File: src/rtl/sync_gen_pkg.sv
// Shared constants and types for the per-virtual-channel CSI-2 sync generator.
package sync_gen_pkg;

  localparam logic [5:0] DT_FS = 6'h00;
  localparam logic [5:0] DT_FE = 6'h01;
  localparam logic [5:0] DT_LS = 6'h02;
  localparam logic [5:0] DT_LE = 6'h03;

  typedef enum logic [1:0] {
    IDLE  = 2'd0,
    FRAME = 2'd1,
    LINE  = 2'd2
  } sync_state_e;

  localparam int unsigned ERR_W            = 4;
  localparam int unsigned ERR_FE_NO_FRAME  = 0;
  localparam int unsigned ERR_FS_IN_FRAME  = 1;
  localparam int unsigned ERR_PAY_NO_FRAME = 2;
  localparam int unsigned ERR_FE_IN_LINE   = 3;

endpackage

File: src/rtl/sync_gen_ch.sv
// Single virtual channel: frame/line FSM, line and pixel counters, error pulses.
module sync_gen_ch
  import sync_gen_pkg::*;
#(
  parameter int unsigned LINE_CNT_W  = 12,
  parameter int unsigned PIX_CNT_W   = 13,
  parameter bit          VSYNC_POL   = 1'b1,
  parameter bit          HSYNC_POL   = 1'b1,
  parameter bit          TOGGLE_MODE = 1'b0
) (
  input  logic                  pixel_clk_i,
  input  logic                  pixel_rst_i,
  input  logic                  fs,
  input  logic                  fe,
  input  logic                  pay,
  output logic                  vsync,
  output logic                  hsync,
  output logic [LINE_CNT_W-1:0] lines,
  output logic [PIX_CNT_W-1:0]  line_len,
  output logic                  frame_done,
  output logic [ERR_W-1:0]      err
);

  localparam logic V_ON  = VSYNC_POL;
  localparam logic V_OFF = ~VSYNC_POL;
  localparam logic H_ON  = HSYNC_POL;
  localparam logic H_OFF = ~HSYNC_POL;
  localparam logic [PIX_CNT_W-1:0]  PIX_ONE  = PIX_CNT_W'(1);
  localparam logic [LINE_CNT_W-1:0] LINE_ONE = LINE_CNT_W'(1);

  sync_state_e           state;
  logic [LINE_CNT_W-1:0] line_cnt;
  logic [PIX_CNT_W-1:0]  pix_cnt;
  logic [LINE_CNT_W-1:0] line_inc;
  logic [PIX_CNT_W-1:0]  pix_inc;

  // Saturating increments
  assign line_inc = (line_cnt == '1) ? line_cnt : line_cnt + LINE_ONE;
  assign pix_inc  = (pix_cnt == '1) ? pix_cnt : pix_cnt + PIX_ONE;

  always_ff @(posedge pixel_clk_i or posedge pixel_rst_i) begin
    if (pixel_rst_i) begin
      state      <= IDLE;
      line_cnt   <= '0;
      pix_cnt    <= '0;
      lines      <= '0;
      line_len   <= '0;
      vsync      <= V_OFF;
      hsync      <= H_OFF;
      frame_done <= 1'b0;
      err        <= '0;
    end else begin
      frame_done <= 1'b0;
      err        <= '0;
      case (state)
        IDLE: begin
          if (fs) begin
            line_cnt <= '0;
            vsync    <= V_ON;
            if (pay) begin
              state   <= LINE;
              pix_cnt <= PIX_ONE;
              hsync   <= H_ON;
            end else begin
              state <= FRAME;
            end
          end else if (fe) begin
            err[ERR_FE_NO_FRAME] <= 1'b1;
          end else if (pay) begin
            err[ERR_PAY_NO_FRAME] <= 1'b1;
          end
        end
        FRAME: begin
          if (fs) begin
            err[ERR_FS_IN_FRAME] <= 1'b1;
            line_cnt             <= '0;
            if (pay) begin
              state   <= LINE;
              pix_cnt <= PIX_ONE;
              hsync   <= H_ON;
            end
          end else if (fe) begin
            state      <= IDLE;
            lines      <= line_cnt;
            frame_done <= 1'b1;
            vsync      <= V_OFF;
          end else if (pay) begin
            state   <= LINE;
            pix_cnt <= PIX_ONE;
            hsync   <= H_ON;
          end
        end
        LINE: begin
          if (fs) begin
            // Restart: the open line is dropped without being counted
            err[ERR_FS_IN_FRAME] <= 1'b1;
            line_cnt             <= '0;
            state                <= FRAME;
            hsync                <= H_OFF;
          end else if (fe) begin
            err[ERR_FE_IN_LINE] <= 1'b1;
            line_len            <= pay ? pix_inc : pix_cnt;
            lines               <= line_inc;
            frame_done          <= 1'b1;
            state               <= IDLE;
            vsync               <= V_OFF;
            hsync               <= H_OFF;
          end else if (pay) begin
            pix_cnt <= pix_inc;
          end else begin
            line_len <= pix_cnt;
            line_cnt <= line_inc;
            state    <= FRAME;
            hsync    <= H_OFF;
          end
        end
        default: state <= IDLE;
      endcase
      // Legacy toggle mode overrides the level-mode vsync written above
      if (TOGGLE_MODE) vsync <= fs ? ~vsync : vsync;
    end
  end

endmodule

File: src/rtl/sync_gen_vc.sv
// Per-VC frame/line sync generator: decodes FS/FE and payload into NUM_VC channels.
module sync_gen_vc
  import sync_gen_pkg::*;
#(
  parameter int unsigned NUM_VC      = 1,
  parameter int unsigned LINE_CNT_W  = 12,
  parameter int unsigned PIX_CNT_W   = 13,
  parameter bit          VSYNC_POL   = 1'b1,
  parameter bit          HSYNC_POL   = 1'b1,
  parameter bit          TOGGLE_MODE = 1'b0
) (
  input  logic                         pixel_clk_i,
  input  logic                         pixel_rst_i,
  input  logic                         sp_en_i,
  input  logic [5:0]                   sp_dt_i,
  input  logic [1:0]                   sp_vc_i,
  input  logic                         lp_en_i,
  input  logic [1:0]                   lp_vc_i,
  output logic [NUM_VC-1:0]            vsync_o,
  output logic [NUM_VC-1:0]            hsync_o,
  output logic [NUM_VC*LINE_CNT_W-1:0] lines_o,
  output logic [NUM_VC*PIX_CNT_W-1:0]  line_len_o,
  output logic [NUM_VC-1:0]            frame_done_o,
  output logic [ERR_W-1:0]             err_o
);

  logic [ERR_W-1:0] err_ch [NUM_VC];

  for (genvar i = 0; i < NUM_VC; i++) begin : g_ch
    logic fs_c;
    logic fe_c;
    logic pay_c;

    // VCs at or above NUM_VC never match a channel and are dropped here
    assign fs_c  = sp_en_i && (sp_dt_i == DT_FS) && (sp_vc_i == 2'(i));
    assign fe_c  = sp_en_i && (sp_dt_i == DT_FE) && (sp_vc_i == 2'(i));
    assign pay_c = lp_en_i && (lp_vc_i == 2'(i));

    sync_gen_ch #(
      .LINE_CNT_W  (LINE_CNT_W),
      .PIX_CNT_W   (PIX_CNT_W),
      .VSYNC_POL   (VSYNC_POL),
      .HSYNC_POL   (HSYNC_POL),
      .TOGGLE_MODE (TOGGLE_MODE)
    ) u_ch (
      .pixel_clk_i (pixel_clk_i),
      .pixel_rst_i (pixel_rst_i),
      .fs          (fs_c),
      .fe          (fe_c),
      .pay         (pay_c),
      .vsync       (vsync_o[i]),
      .hsync       (hsync_o[i]),
      .lines       (lines_o[i*LINE_CNT_W +: LINE_CNT_W]),
      .line_len    (line_len_o[i*PIX_CNT_W +: PIX_CNT_W]),
      .frame_done  (frame_done_o[i]),
      .err         (err_ch[i])
    );
  end

  // Error pulses are registered per channel; merge across VCs
  always_comb begin
    err_o = '0;
    for (int i = 0; i < NUM_VC; i++) err_o = err_o | err_ch[i];
  end

endmodule

File: config.mk
export PLATFORM = sky130hd
export DESIGN_NAME = sync_gen_vc
export DESIGN_NICKNAME = d
export VERILOG_FILES = /design/src/rtl/sync_gen_pkg.sv /design/src/rtl/sync_gen_ch.sv /design/src/rtl/sync_gen_vc.sv
export SDC_FILE = /design/constraint.sdc
export NUM_CORES = 1
export LEC_CHECK = 0
export CORE_ASPECT_RATIO = 1.1
export CORE_MARGIN = 2
export CORE_UTILIZATION = 40
export DETAILED_ROUTE_END_ITERATION = 7
export DONT_BUFFER_PORTS = 1
export PLACE_DENSITY = 0.59
export SYNTH_ARGS = -nofsm -noshare
export SYNTH_HDL_FRONTEND = slang
export SYNTH_SLANG_ARGS = --single-unit
File: constraint.sdc
create_clock -name pixel_clk_i -period 2.51 [get_ports pixel_clk_i]
set_input_delay 0.502 -clock pixel_clk_i [delete_from_list [all_inputs] [get_ports pixel_clk_i]]
set_output_delay 0.502 -clock pixel_clk_i [all_outputs]
set_load 0.02 [all_outputs]
==> results.txt <==
----------------------------------------------------
[Worst setup path]
  Worst path arrival time ... 2.48 ns
  Required time at the worst-slack endpoint ... 2.74 ns
  Worst setup SP type ... flop
  Number of stages on the worst setup path ... 6
  Critical path peak fanout ... 7
  Slowest cell on the critical path ... or4_1
  Series of cell instances along the critical path ... ha_1 > nand3_1 > or4_1 > mux2i_1 > nor2_1 > o32a_1
  Buffer and inverter count on the worst path ... 0
  Worst R2R Path Depth ... 6
  Worst path max stage delay ... 0.49 ns
  Worst R2R Setup Slack ... 0.26 ns
  Type of destination of the critical path ... flop
  Family with the most delay on the worst path ... simple AND/OR/NAND/NOR gates
  Type of the worst setup path ... reg -> reg

[Clock network]
  Clock latency on the worst-skew pair ... 0.35 ns
  Hold buffers post-CTS ... 0
  Number of sinks driven by the clock tree ... 59
  Resized Gates After CTS ... 0
  Number of setup buffers added after CTS ... 0
  Clock input transition at the sequential cells of the worst setup and hold paths ... 0.07 ns
  Number of buffers added by the clock tree synthesis step ... 9
  Deepest level of the CTS H-tree ... 3
  Buffer type at the clock tree root ... clkbuf_8
  Maximum buffer depth of the clock tree ... 2
  TritonCTS clock tree ... yes

[Drt]
  Post-detailed-route count of antenna-violating nets ... 0
  Routed via count divided by cell count ... 5.97
  Final Routed Wirelength ... 9230 um
  Violation count after the first detailed-routing iteration ... 159
  Residual DRC ... 0
  Length of the first detailed-routing pass in iterations ... 4
  Number of vias in the routed layout ... 3,073
  Routed wire per std cell ... 17.9 um

[Floorplan]
  Placement Rows ... 35
  Vert. Die Dim ... 101 um
  Number of primary I/O pins ... 46
  Core area ... 8360 um2
  Die Width ... 92.6 um
  Initial core utilization ... 0.413
  Die area ... 9390 um2

[Job]
  Max_cap viols ... 0

[Power]
  Largest vdd supply drop ... 0.000289 V
  Total power density per cell area ... 764 nW/um2
  Standby leakage power ... 0.00165 uW

[Global routing]
  Total global routing overflow ... 0
  Total track usage ... 0.205
  Number of global-route vias before repair ... 2,944
  Antenna violations before repair ... 0
  Maximum number of pins on one net before global-route repair ... 41
  Global-route wire length before repair ... 15,000 um

[STA]
  Final worst-path setup slack ... 0.260 ns
  Max-slew headroom at the worst pin ... 0.607
  Final Hold Viols ... 0
  Final setup violating endpoints ... 0
  Max-slew violation count ... 0
  Fraction of the cycle the final worst path needs ... 0.896
  Max Clock Skew ... 0.00901 ns
  Post-layout min period ... 2.25 ns
  RSZ-0062 raised after global routing ... false
  Transition time of the tightest slew-check pin ... 0.583 ns
  Total negative slack for setup checks ... 0 ns
  Highest clock rate ... 0.444 GHz

[Synth]
  Top FF cell, synth ... dfrtp_1
  Sequential-to-total area share from yosys stat ... 0.428
  Number of register bits inferred by synthesis ... 59
  Net count of the mapped netlist ... 403
  Number of enable flip-flop cells after synthesis ... 0
  Cell count after synthesis ... 383
  FFs w/ async S/R, synth ... 1.00
  Number of synthesis warnings ... 0
  Number of library cell types mapped by synthesis ... 62
  Mapped Avg Cell Area ... 9.01 um2
  Netlist area before placement ... 3450 um2

[Finish]
  Number of filler cells placed in the layout ... 818
  Commonest cells after routing, fill and taps aside ... dfrtp_1, nand2_1, o21ai_0
  Most common library cell in the layout ignoring fill and taps ... dfrtp_1
  Final-stage net count ... 419
  Antenna fix cells ... 0
  Fraction of layout cells with a size suffix above 1 ... 0.139
  P&R area growth vs syn ... 13.5%

[Place]
  Half-perimeter wire length after detailed placement ... 6620 um
  Weighted congestion reported at the end of routability-driven placement ... 0.864
  Pre-CTS worst setup slack ... 0.0692 ns
  I/O Buffers ... 0

[Run status]
  Outcome ... complete, no violations

[Min path]
  Type of the worst min-delay path ... in -> async

----------------------------------------------------
worst reg2reg max path, cell delays in order, from the launching register on:
cell and delay, ns:
dfrtp_1 0.46, ha_1 0.25, nand3_1 0.24, or4_1 0.49, mux2i_1 0.29, nor2_1 0.07, o32a_1 0.33
cell type report:
cell class              count  area (um2)  share of cell area
multi-input cells         292        1850               0.472
flip-flops and latches     59        1480               0.377
repair buffers             26         208              0.0530
clock buffers              15         176              0.0450
well taps                 111         139              0.0354
inverters                  11        41.3              0.0105
clock inverters             1        30.0             0.00766
metrics by stage:
step	area (um2)	util	cells	power, uW	hold WS, ns
after floorplan	3450	-	383	1820	0.480
after global routing	3920	0.469	515	3160	0.0754
after detailed placement	3710	0.444	499	2080	0.417
after CTS	3920	0.469	515	3020	0.0465
final	3920	0.469	515	3000	0.0455
after global placement	3710	0.444	499	2070	0.409
cells by family after synthesis:
| family | synth area share |
|---|---|
| xor+xnor | 0.0355 |
| flops | 0.428 |
| mux | 0.0272 |
| simple gates | 0.216 |
| buf+inv | 0.0370 |
| fa+ha+maj | 0.0217 |
| compound gates | 0.235 |
path summary, 6_finish.rpt:
path	end	start
max	g_ch[0].u_ch.lines[10]	g_ch[0].u_ch.line_cnt[0]
min	g_ch[0].u_ch.line_len[0]	pixel_rst_i
max reg2reg	g_ch[0].u_ch.lines[10]	g_ch[0].u_ch.line_cnt[0]
min reg2reg	g_ch[0].u_ch.pix_cnt[7]	g_ch[0].u_ch.pix_cnt[7]
max in group asynchronous	g_ch[0].u_ch.line_cnt[1]	pixel_rst_i
min in group pixel_clk_i	g_ch[0].u_ch.vsync	sp_dt_i[0]
registers in the layout, indices dropped and copies added, names as in the netlist:
name,count
g_ch.u_ch.line_len,13
g_ch.u_ch.pix_cnt,13
g_ch.u_ch.line_cnt,12
g_ch.u_ch.lines,12
g_ch.u_ch.err,4
g_ch.u_ch.state,2
g_ch.u_ch.frame_done,1
g_ch.u_ch.hsync,1
g_ch.u_ch.vsync,1
per-layer routing:
metal / GRT usage / routed length, um / vias to the layer above
met5: 0 / 0 / -
met4: 0.0804 / 153 / 0
met3: 0.0394 / 477 / 15
met2: 0.346 / 4550 / 102
met1: 0.261 / 4050 / 1493
li1: - / - / 1463
synthesized netlist by cell type (5+ instances only):
library cell / instances / area share
dfrtp_1: 59 / 0.43
nand2_1: 40 / 0.043
o21ai_0: 35 / 0.051
a21oi_1: 31 / 0.045
nand3_1: 23 / 0.033
nor2_1: 23 / 0.025
clkbuf_1: 15 / 0.016
and3_1: 11 / 0.020
inv_1: 11 / 0.012
nand4_1: 9 / 0.016
xnor2_1: 8 / 0.020
buf_2: 6 / 0.0087
ha_1: 6 / 0.022
mux2i_1: 6 / 0.017
o22ai_1: 6 / 0.011
xor2_1: 6 / 0.015
and4_1: 5 / 0.013
nor3_1: 5 / 0.0072
o211ai_1: 5 / 0.011
o2bb2ai_1: 5 / 0.013
o31ai_1: 5 / 0.011
report_power, final:
part	internal, uW	total (uW)	leakage, uW	switching (uW)
registers	1050	1220	0.000810	168
clock network	542	924	0.000104	382
logic	320	854	0.000733	534
total	1910	3000	0.00165	1080
(Power assumes the default switching activity.)
